<file path="src/rtl/encoder_output_serializer.sv">
// Drains the encoder's three sub-block FIFOs as q0,q1,q2 byte triplets over a valid/ready port.
// Define SERIALIZER_CHECKSUM_EN to append a running-XOR trailer byte to each block.
module encoder_output_serializer (
  input  logic       clk,
  input  logic       reset,
  input  logic       start,
  input  logic       code_block_length,
  input  logic       empty,
  input  logic [7:0] q0,
  input  logic [7:0] q1,
  input  logic [7:0] q2,
  output logic       rdreq_subblock,
  output logic [7:0] out_data,
  output logic       out_valid,
  input  logic       out_ready,
  output logic       busy,
  output logic       blk_done
);
  typedef enum logic [2:0] {
    IDLE, FETCH, CAPTURE, SEND0, SEND1, SEND2,
`ifdef SERIALIZER_CHECKSUM_EN
    CHK,
`endif
    DONE
  } state_t;

  typedef struct packed {
    logic [7:0] b2;
    logic [7:0] b1;
    logic [7:0] b0;
  } trip_t;

  state_t     st, nxt;
  logic       len_q;
  logic [9:0] cnt;
  trip_t      hold;
  logic       last_trip;

  // cnt holds the index of the triplet currently being sent
  assign last_trip = len_q ? (cnt == 10'd767) : (cnt == 10'd131);

`ifdef SERIALIZER_CHECKSUM_EN
  logic [7:0] csum;
  always_ff @(posedge clk or posedge reset) begin
    if (reset) csum <= 8'h00;
    else if (st == IDLE && start) csum <= 8'h00;
    else if ((st == SEND0 || st == SEND1 || st == SEND2) && out_ready) csum <= csum ^ out_data;
  end
`endif

  always_ff @(posedge clk or posedge reset) begin
    if (reset) begin
      st    <= IDLE;
      len_q <= 1'b0;
      cnt   <= 10'd0;
      hold  <= '0;
    end else begin
      st <= nxt;
      if (st == IDLE && start) begin
        len_q <= code_block_length;
        cnt   <= 10'd0;
      end
      if (st == CAPTURE) hold <= {q2, q1, q0};
      if (st == SEND2 && out_ready) cnt <= cnt + 10'd1;
    end
  end

  always_comb begin
    nxt            = st;
    rdreq_subblock = 1'b0;
    out_valid      = 1'b0;
    out_data       = 8'h00;
    case (st)
      IDLE:    if (start) nxt = FETCH;
      FETCH:   if (!empty) begin
                 rdreq_subblock = 1'b1;
                 nxt            = CAPTURE;
               end
      CAPTURE: nxt = SEND0;
      SEND0:   begin
                 out_valid = 1'b1;
                 out_data  = hold.b0;
                 if (out_ready) nxt = SEND1;
               end
      SEND1:   begin
                 out_valid = 1'b1;
                 out_data  = hold.b1;
                 if (out_ready) nxt = SEND2;
               end
      SEND2:   begin
                 out_valid = 1'b1;
                 out_data  = hold.b2;
                 if (out_ready) begin
`ifdef SERIALIZER_CHECKSUM_EN
                   nxt = last_trip ? CHK : FETCH;
`else
                   nxt = last_trip ? DONE : FETCH;
`endif
                 end
               end
`ifdef SERIALIZER_CHECKSUM_EN
      CHK:     begin
                 out_valid = 1'b1;
                 out_data  = csum;
                 if (out_ready) nxt = DONE;
               end
`endif
      DONE:    nxt = IDLE;
      default: nxt = IDLE;
    endcase
  end

  assign busy     = (st != IDLE) && (st != DONE);
  assign blk_done = (st == DONE);
endmodule
</file>
<file path="config.mk">
export PLATFORM = sky130hd
export DESIGN_NAME = encoder_output_serializer
export DESIGN_NICKNAME = d
export VERILOG_FILES = /design/src/rtl/encoder_output_serializer.sv
export SDC_FILE = /design/constraint.sdc
export NUM_CORES = 1
export LEC_CHECK = 0
export CAP_MARGIN = 20
export CELL_PAD_IN_SITES_DETAIL_PLACEMENT = 1
export CELL_PAD_IN_SITES_GLOBAL_PLACEMENT = 1
export CORE_MARGIN = 2
export CORE_UTILIZATION = 39
export CTS_CLUSTER_DIAMETER = 30
export CTS_CLUSTER_SIZE = 30
export DETAILED_ROUTE_END_ITERATION = 8
export PLACE_DENSITY_LB_ADDON = 0.1
export SLEW_MARGIN = 15
export SYNTH_ARGS = -nofsm -noshare
export SYNTH_HDL_FRONTEND = slang
export SYNTH_SLANG_ARGS = --single-unit
</file>
<file path="constraint.sdc">
create_clock -name clk -period 2.38 [get_ports clk]
set_clock_uncertainty 0.2 [all_clocks]
set_input_delay 0.595 -clock clk [delete_from_list [all_inputs] [get_ports clk]]
set_output_delay 0.595 -clock clk [all_outputs]
set_load 0.05 [all_outputs]
</file>
# == Word level (Yosys, flattened, before mapping) ==
# Index checks and enable logic that the tools add are counted.
# totals
ff_bits,38
inputBits,30
output_inout_bits,12
# op_classes
add_sub_neg,1
eq_ne,14
n_mux,14
n_reduce_logical,8
# op_table
op,count
case mux 8 bit (3 select lines),1
2-to-1 mux 10 bit,2
2-to-1 mux 3 bit,6
case mux 3 bit (6 select lines),1
adder 10 x 1 -> 10 bit (second input constant),1
== test 10 bit (second input constant),1
== test 10 x 8 -> 1 bit (second input constant),1
!= test 2 bit (second input constant),5
== test 3 bit (second input constant),3
== test 3 x 2 -> 1 bit (second input constant),2
AND reduction 5 bit,1
2-to-1 mux 1 bit,4
== test 3 x 1 -> 1 bit (second input constant),1
logical AND 1 bit,3
zero test 3 bit,1
!= test 3 bit (second input constant),1
nonzero test 3 bit,1
OR reduction 3 bit,1
nonzero test 2 bit,1

# == Logic depth before layout (Yosys ltp) ==
# Gate-level depths: netlist of the first run.
# logic_depth
depth_word,5
mapped_depth,6
ltp_nobuf,4

# == Worst setup path after synthesis of the first run ==
# OpenSTA, ideal clock, no wires.
# synth_timing
path_type,in2out
start,input port empty
end,output port rdreq_subblock
arrival_ns,2.313
t_required_ns,1.585
path_slack_ns,-0.728
cell_stages,1
path_buffers,0
cell_sequence,nor4b_1
# synth_between
elab_chain_len,2
# synth_rtl
item,line,text
start: declaration,8,"input logic empty,"
2-to-1 mux 1 bit,75,FETCH: if (!empty) begin
2-to-1 mux 1 bit,73,case (st)
end: declaration,12,"output logic rdreq_subblock,"
# No other way between the ends.

# == Worst setup path after layout of the first run ==
# layout_timing
start,register st[1]
end,output port out_data[0]
# layout_between
elab_chain_len,2
elab_cells_between_ends,4
cone_classes,3 x eq/ne; 1 x mux
# layout_rtl
item,line,text
start: declaration,33,"state_t st, nxt;"
start signal: assignment,58,st <= nxt;
== test 3 bit or == test 3 x 2 -> 1 bit (tied branches),73,
case mux 8 bit (3 select lines) (*),73,
end: declaration,13,"output logic [7:0] out_data,"
# Mark *: on every way between the ends. The rest lies on a longest branch, timed or not.

==> flow_summary.ini, run 1 <==
[outcome]
status = completed

[layout]
antenna_cells = 0
nets = 256
layout-area-overhead-vs-synth_pct = 43.4
drive_gt1_frac = 0.344
fillers = 493
final_area_sq_um = 2690
seqCellArea_sq_um = 953
multi_input_area_sq_um = 930

[place]
place.port_buffers = 41
dpl_cell_area_sq_um = 2530
dp_hpwl_mm = 3.41
globalplace.congestion = 0.772
place_ws_ns = -0.0562

[sta]
slew_headroom = 0.669
post-route-min-period_ns = 2.31
setup_violations = 0
timing.fmax_mhz = 432
finalCritPeriodShare = 0.973
rsz0062_at_grt = yes
final_hold_viol_count = 0
final.setup.worst_slack_ns = 0.0654
tightest_slew_ns = 0.496
slew_violations = 0

[run]
max_cap_viol_count = 0

[synthesis]
ys_warn_count = 0
synthArstFlopShare = 1.00
synth_flop_cell = dfrtp_1
synth_common_cells = dfrtp_1, mux2_2, nand2_1
synth_cell_types = 37
syn_avg_cell_area_sq_um = 11.1
synth.top_cell.area_share = 0.507
yosys.area.top_type = dfrtp_1
synth_edf_count = 0
syn-cell-area_sq_um = 1880
syn_inst = 169
syn-num-nets = 200
ys_ff_latch = 38
ys_seq_area_frac = 0.507
synthTopCellsByArea = dfrtp_1, mux2_2, mux2i_1, nand2_1, o21ai_0
yosysMostFrequentCell = dfrtp_1

[worst_setup_path]
worst_ep_arrival_time_ns = 1.52
reg2reg_from = st[0]$_DFFE_PP0P_
worstPathMaxFanout = 6
crit_type = register to output pin
end_kind = output pin
critPathRequiredTime_ns = 1.58
start_kind = register
rrSetupSlack_ns = 0.28
r2r_end = cnt[2]$_DFFE_PP0P_
reg2regPathDepth = 5

[route]
antenna_left = 0
drcViolationCount = 0
firstDrtPassIters = 4
viasPerCell = 5.37
dr_total_vias = 1492
drtIter0Drc = 35
wire_per_inst_microns = 16.7
wirelength_mm = 4.63

[floorplan]
io_pins = 42
start_util = 0.400
fp-row-count = 25
fp.dieArea_sq_um = 5380
die_h_microns = 73.4
core_area_sq_um = 4690
die_x_microns = 73.4

[cts]
cts_tree = built
root_buffer = clkbuf_8
max-clock-path-buffers = 2
holdBufCountCts = 0
cts_buffers = 5
cts_max_level = 2
clkSinkCount = 38
clk_pin_slew_ns = 0.07
clk-insertion-delay-late_ns = 0.29

[global_route]
antenna_found_initial = 0
grt_overflow = 0
grt_pass1_vias = 1642
grt_start_max_net_pins = 39
grt_use_total = 0.194
grt_first_pass_wirelength_mm = 7.90

[pwr]
power_uw = 3560
p_per_area_nw_per_um2 = 1320
irDropWorstVdd_mv = 0.761
p_leak_uw = 0.00120

[min_path]
hp-start = cnt[5]$_DFFE_PP0P_
hp-class = register to register
worstHoldEndpoint = cnt[5]$_DFFE_PP0P_
whs_path_depth = 1
==> where the power goes <==
part | total, uW | switching, uW | internal, uW
Sequential | 1100 | 188 | 913
Combinational | 2020 | 995 | 1030
Clock | 437 | 214 | 223
==> kinds of logic after synthesis <==
kind of cell,Yosys count,synth area share
muxes,38,0.219
and+or+nand+nor,49,0.138
AOI/OAI and AO/OA,31,0.0973
buffers and inverters,12,0.0320
DFF,38,0.507
adders and majority gates,1,0.00667
==> layout make-up <==
cell class	count	area share
Sequential cell	38	0.354
Inverter	2	0.00279
Clock buffer	6	0.0307
Tap cell	54	0.0251
Multi-Input combinational cell	119	0.345
Timing Repair Buffer	59	0.242
==> per-stage QoR <==
step,instances,hold WS [ns],setup TNS (ns),utilization
3_5_place_dp,270,0.296,-0.190,0.538
6_report,278,0.308,0,0.574
5_1_grt,278,0.333,-0.0183,0.574
4_1_cts,277,0.309,0,0.562
2_1_floorplan,169,0.257,-1.80,-
3_3_place_gp,270,0.281,-0.00112,0.538
==> cells in the final DEF (no fill, tap or decap), types with 4 or more instances in the layout <==
cell type        netlist  final
buf_12                 0     10
buf_4                  2     19
clkbuf_8               0      6
clkdlybuf4s50_1        0     28
dfrtp_1               38     36
mux2_2                25     25
mux2i_1               13     13
nand2_1               23     23
nand4_1                4      4
nor2_1                 4      4
o21ai_1                7      7
o21ai_2                0      6
==> routing by layer <==
metal	track usage	up-vias	wire (microns)
met5	0	-	0
met4	0.0606	0	63
li1	-	715	-
met1	0.262	741	2120
met3	0.0439	6	171
met2	0.311	30	2270
==> registers in the layout, summed over array words and instances (netlist names) <==
signal / cells
hold: 24
cnt: 10
st: 3
len_q: 1
==> critical path, cell delays in order, from the launching register on <==
cell      delay (ns)
dfrtp_1         0.38
buf_4           0.14
nand2b_1        0.16
buf_4           0.19
o21ai_2         0.20
buf_12          0.16
==> repair_timing <==
item / CTS / global route
buffers inserted: 1 / 1
setup endpoints to repair: 9 / 9
resized for setup: 12 / 11
pin swaps: 0 / 1
==> worst max path at each step <==
stage / start / to / slack, ns / cells past startpoint
after floorplan: st[1]$_DFFE_PP0P_ / out_data[0] / -0.41 / 4
final: st[1]$_DFFE_PP0P_ / out_data[0] / 0.07 / 5
after detailed placement: start / cnt[2]$_DFFE_PP0P_ / -0.06 / 5
after CTS: st[1]$_DFFE_PP0P_ / out_data[2] / 0.01 / 5
after global placement: start / cnt[2]$_DFFE_PP0P_ / -0.001 / 5
after global routing: st[1]$_DFFE_PP0P_ / out_data[0] / -0.01 / 5
Note: power is estimated with default switching activity, not from simulation.
==> inputs of run 2 (changes only) <==
- MAX_ROUTING_LAYER: unset -> met4
==> flow_summary.ini, run 2 (synthesized netlist as in run 1, its figures left out) <==
[sta]
tightest_slew_ns = 0.486
finalCritPeriodShare = 0.972
slew_violations = 0
timing.hold.ws_ns = 0.307
setup_violations = 0
rsz0062_at_grt = yes
post-route-min-period_ns = 2.31
final_hold_viol_count = 0
timing.fmax_mhz = 432
tns_ns = 0
slew_headroom = 0.676

[run]
max_cap_viol_count = 0

[worst_setup_path]
r2r_end = cnt[2]$_DFFE_PP0P_
worstPathMaxFanout = 6
rrSetupSlack_ns = 0.28
worst_ep_arrival_time_ns = 1.52
crit_type = register to output pin
start_kind = register
end_kind = output pin
critPathRequiredTime_ns = 1.58
reg2reg_from = st[0]$_DFFE_PP0P_
reg2regPathDepth = 5

[route]
wirelength_mm = 4.61
viasPerCell = 5.36
drcViolationCount = 0
dr_total_vias = 1490
firstDrtPassIters = 4
routed.top_layer = met4
wl_met1_mm = 2.10
drtIter0Drc = 37
wl_met3_microns = 169
antenna_left = 0
wire_per_inst_microns = 16.6
met2_length_mm = 2.28

[floorplan]
fp.dieArea_sq_um = 5380
fp-row-count = 25
core_area_sq_um = 4690
start_util = 0.400
die_h_microns = 73.4
die_x_microns = 73.4
io_pins = 42

[global_route]
antenna_found_initial = 0
grt_pass1_vias = 1638
grt_use_total = 0.200
grt_overflow = 0
grt_start_max_net_pins = 39
grt_first_pass_wirelength_mm = 7.91

[pwr]
p_per_area_nw_per_um2 = 1320
p_leak_uw = 0.00120
irDropWorstVdd_mv = 0.761

[layout]
final_common_cell = dfrtp_1
largest-register = hold
largest_reg_flops = 24
layout-area-overhead-vs-synth_pct = 43.4
antenna_cells = 0
nets = 256
final_area_sq_um = 2690
fillers = 493
drive_gt1_frac = 0.344
stdcell_count = 278
largestRegisters = hold x24, cnt x10, st x3
layout_common_cells = dfrtp_1, clkdlybuf4s50_1, mux2_2

[cts]
cts_tree = built
clkSinkCount = 38
cts_max_level = 2
clk-insertion-delay-late_ns = 0.28
clk_pin_slew_ns = 0.07
root_buffer = clkbuf_8
cts_buffers = 5
max-clock-path-buffers = 2

[place]
place_inst = 270
dpl_cell_area_sq_um = 2530
place.port_buffers = 41
dp_hpwl_mm = 3.41
globalplace.congestion = 0.782

[outcome]
status = completed

[min_path]
worstHoldEndpoint = cnt[5]$_DFFE_PP0P_
whs_path_depth = 1
hp-start = cnt[5]$_DFFE_PP0P_
hp-class = register to register
## run 2: cell counts in the layout (fill, tap and decap cells not counted)
Identical to the previous run, type by type.
## run 2: report_power, final
| group | total [uW] | internal, uW | switching (uW) |
|---|---|---|---|
| clock | 436 | 223 | 212 |
| combinational | 2020 | 1030 | 994 |
| sequential | 1100 | 913 | 188 |
| total | 3560 | 2160 | 1390 |
## run 2: metal layers
layer / vias to the layer above / GRT usage
li1: 715 / -
met1: 741 / 0.264
met2: 28 / 0.310
met3: 6 / 0.0439
met4: 0 / 0.0606
met5: - / -
## run 2: how the worst max path moves through the flow
stage / start / to / slack (ns) / cells past startpoint
2_1_floorplan: st[1]$_DFFE_PP0P_ / out_data[0] / -0.41 / 4
3_3_place_gp: start / cnt[2]$_DFFE_PP0P_ / -0.001 / 5
3_5_place_dp: start / cnt[2]$_DFFE_PP0P_ / -0.06 / 5
4_1_cts: st[1]$_DFFE_PP0P_ / out_data[2] / 0.01 / 5
5_1_grt: st[1]$_DFFE_PP0P_ / out_data[0] / -0.01 / 5
6_report: st[1]$_DFFE_PP0P_ / out_data[0] / 0.07 / 5
## run 2: worst max-delay path: stages (launching register included)
cell and delay, ns:
dfrtp_1 0.38, buf_4 0.14, nand2b_1 0.16, buf_4 0.19, o21ai_2 0.20, buf_12 0.16
## run 2: stage by stage
stage                     setup slack, ns   util  total power [uW]
after global placement           -0.00112  0.538              2910
after floorplan                    -0.412      -              2210
after global routing              -0.0130  0.574              3770
final                              0.0656  0.574              3560
after CTS                          0.0122  0.562              3500
after detailed placement          -0.0562  0.538              2980
## run 2: area by class of cell
cell class / count / area [sq um] / share of cell area
Tap cell: 54 / 67.6 / 0.0251
Clock buffer: 6 / 82.6 / 0.0307
Sequential cell: 38 / 953 / 0.354
Timing Repair Buffer: 59 / 651 / 0.242
Inverter: 2 / 7.51 / 0.00279
Multi-Input combinational cell: 119 / 930 / 0.345
## run 2: timing repair
action,4_1_cts,5_1_grt
hold endpoints to repair,0,0
resized for setup,12,11
pin swaps,0,1
endpoints found under the setup margin,9,9
hold buffers,0,0
buffers inserted,1,1
==> inputs of run 3 (changes only) <==
- CTS_BUF_LIST: unset -> sky130_fd_sc_hd__clkbuf_8 sky130_fd_sc_hd__clkbuf_16
==> results of run 3 <==
The final DEF is identical to that of run 2; final timing and power are the same.
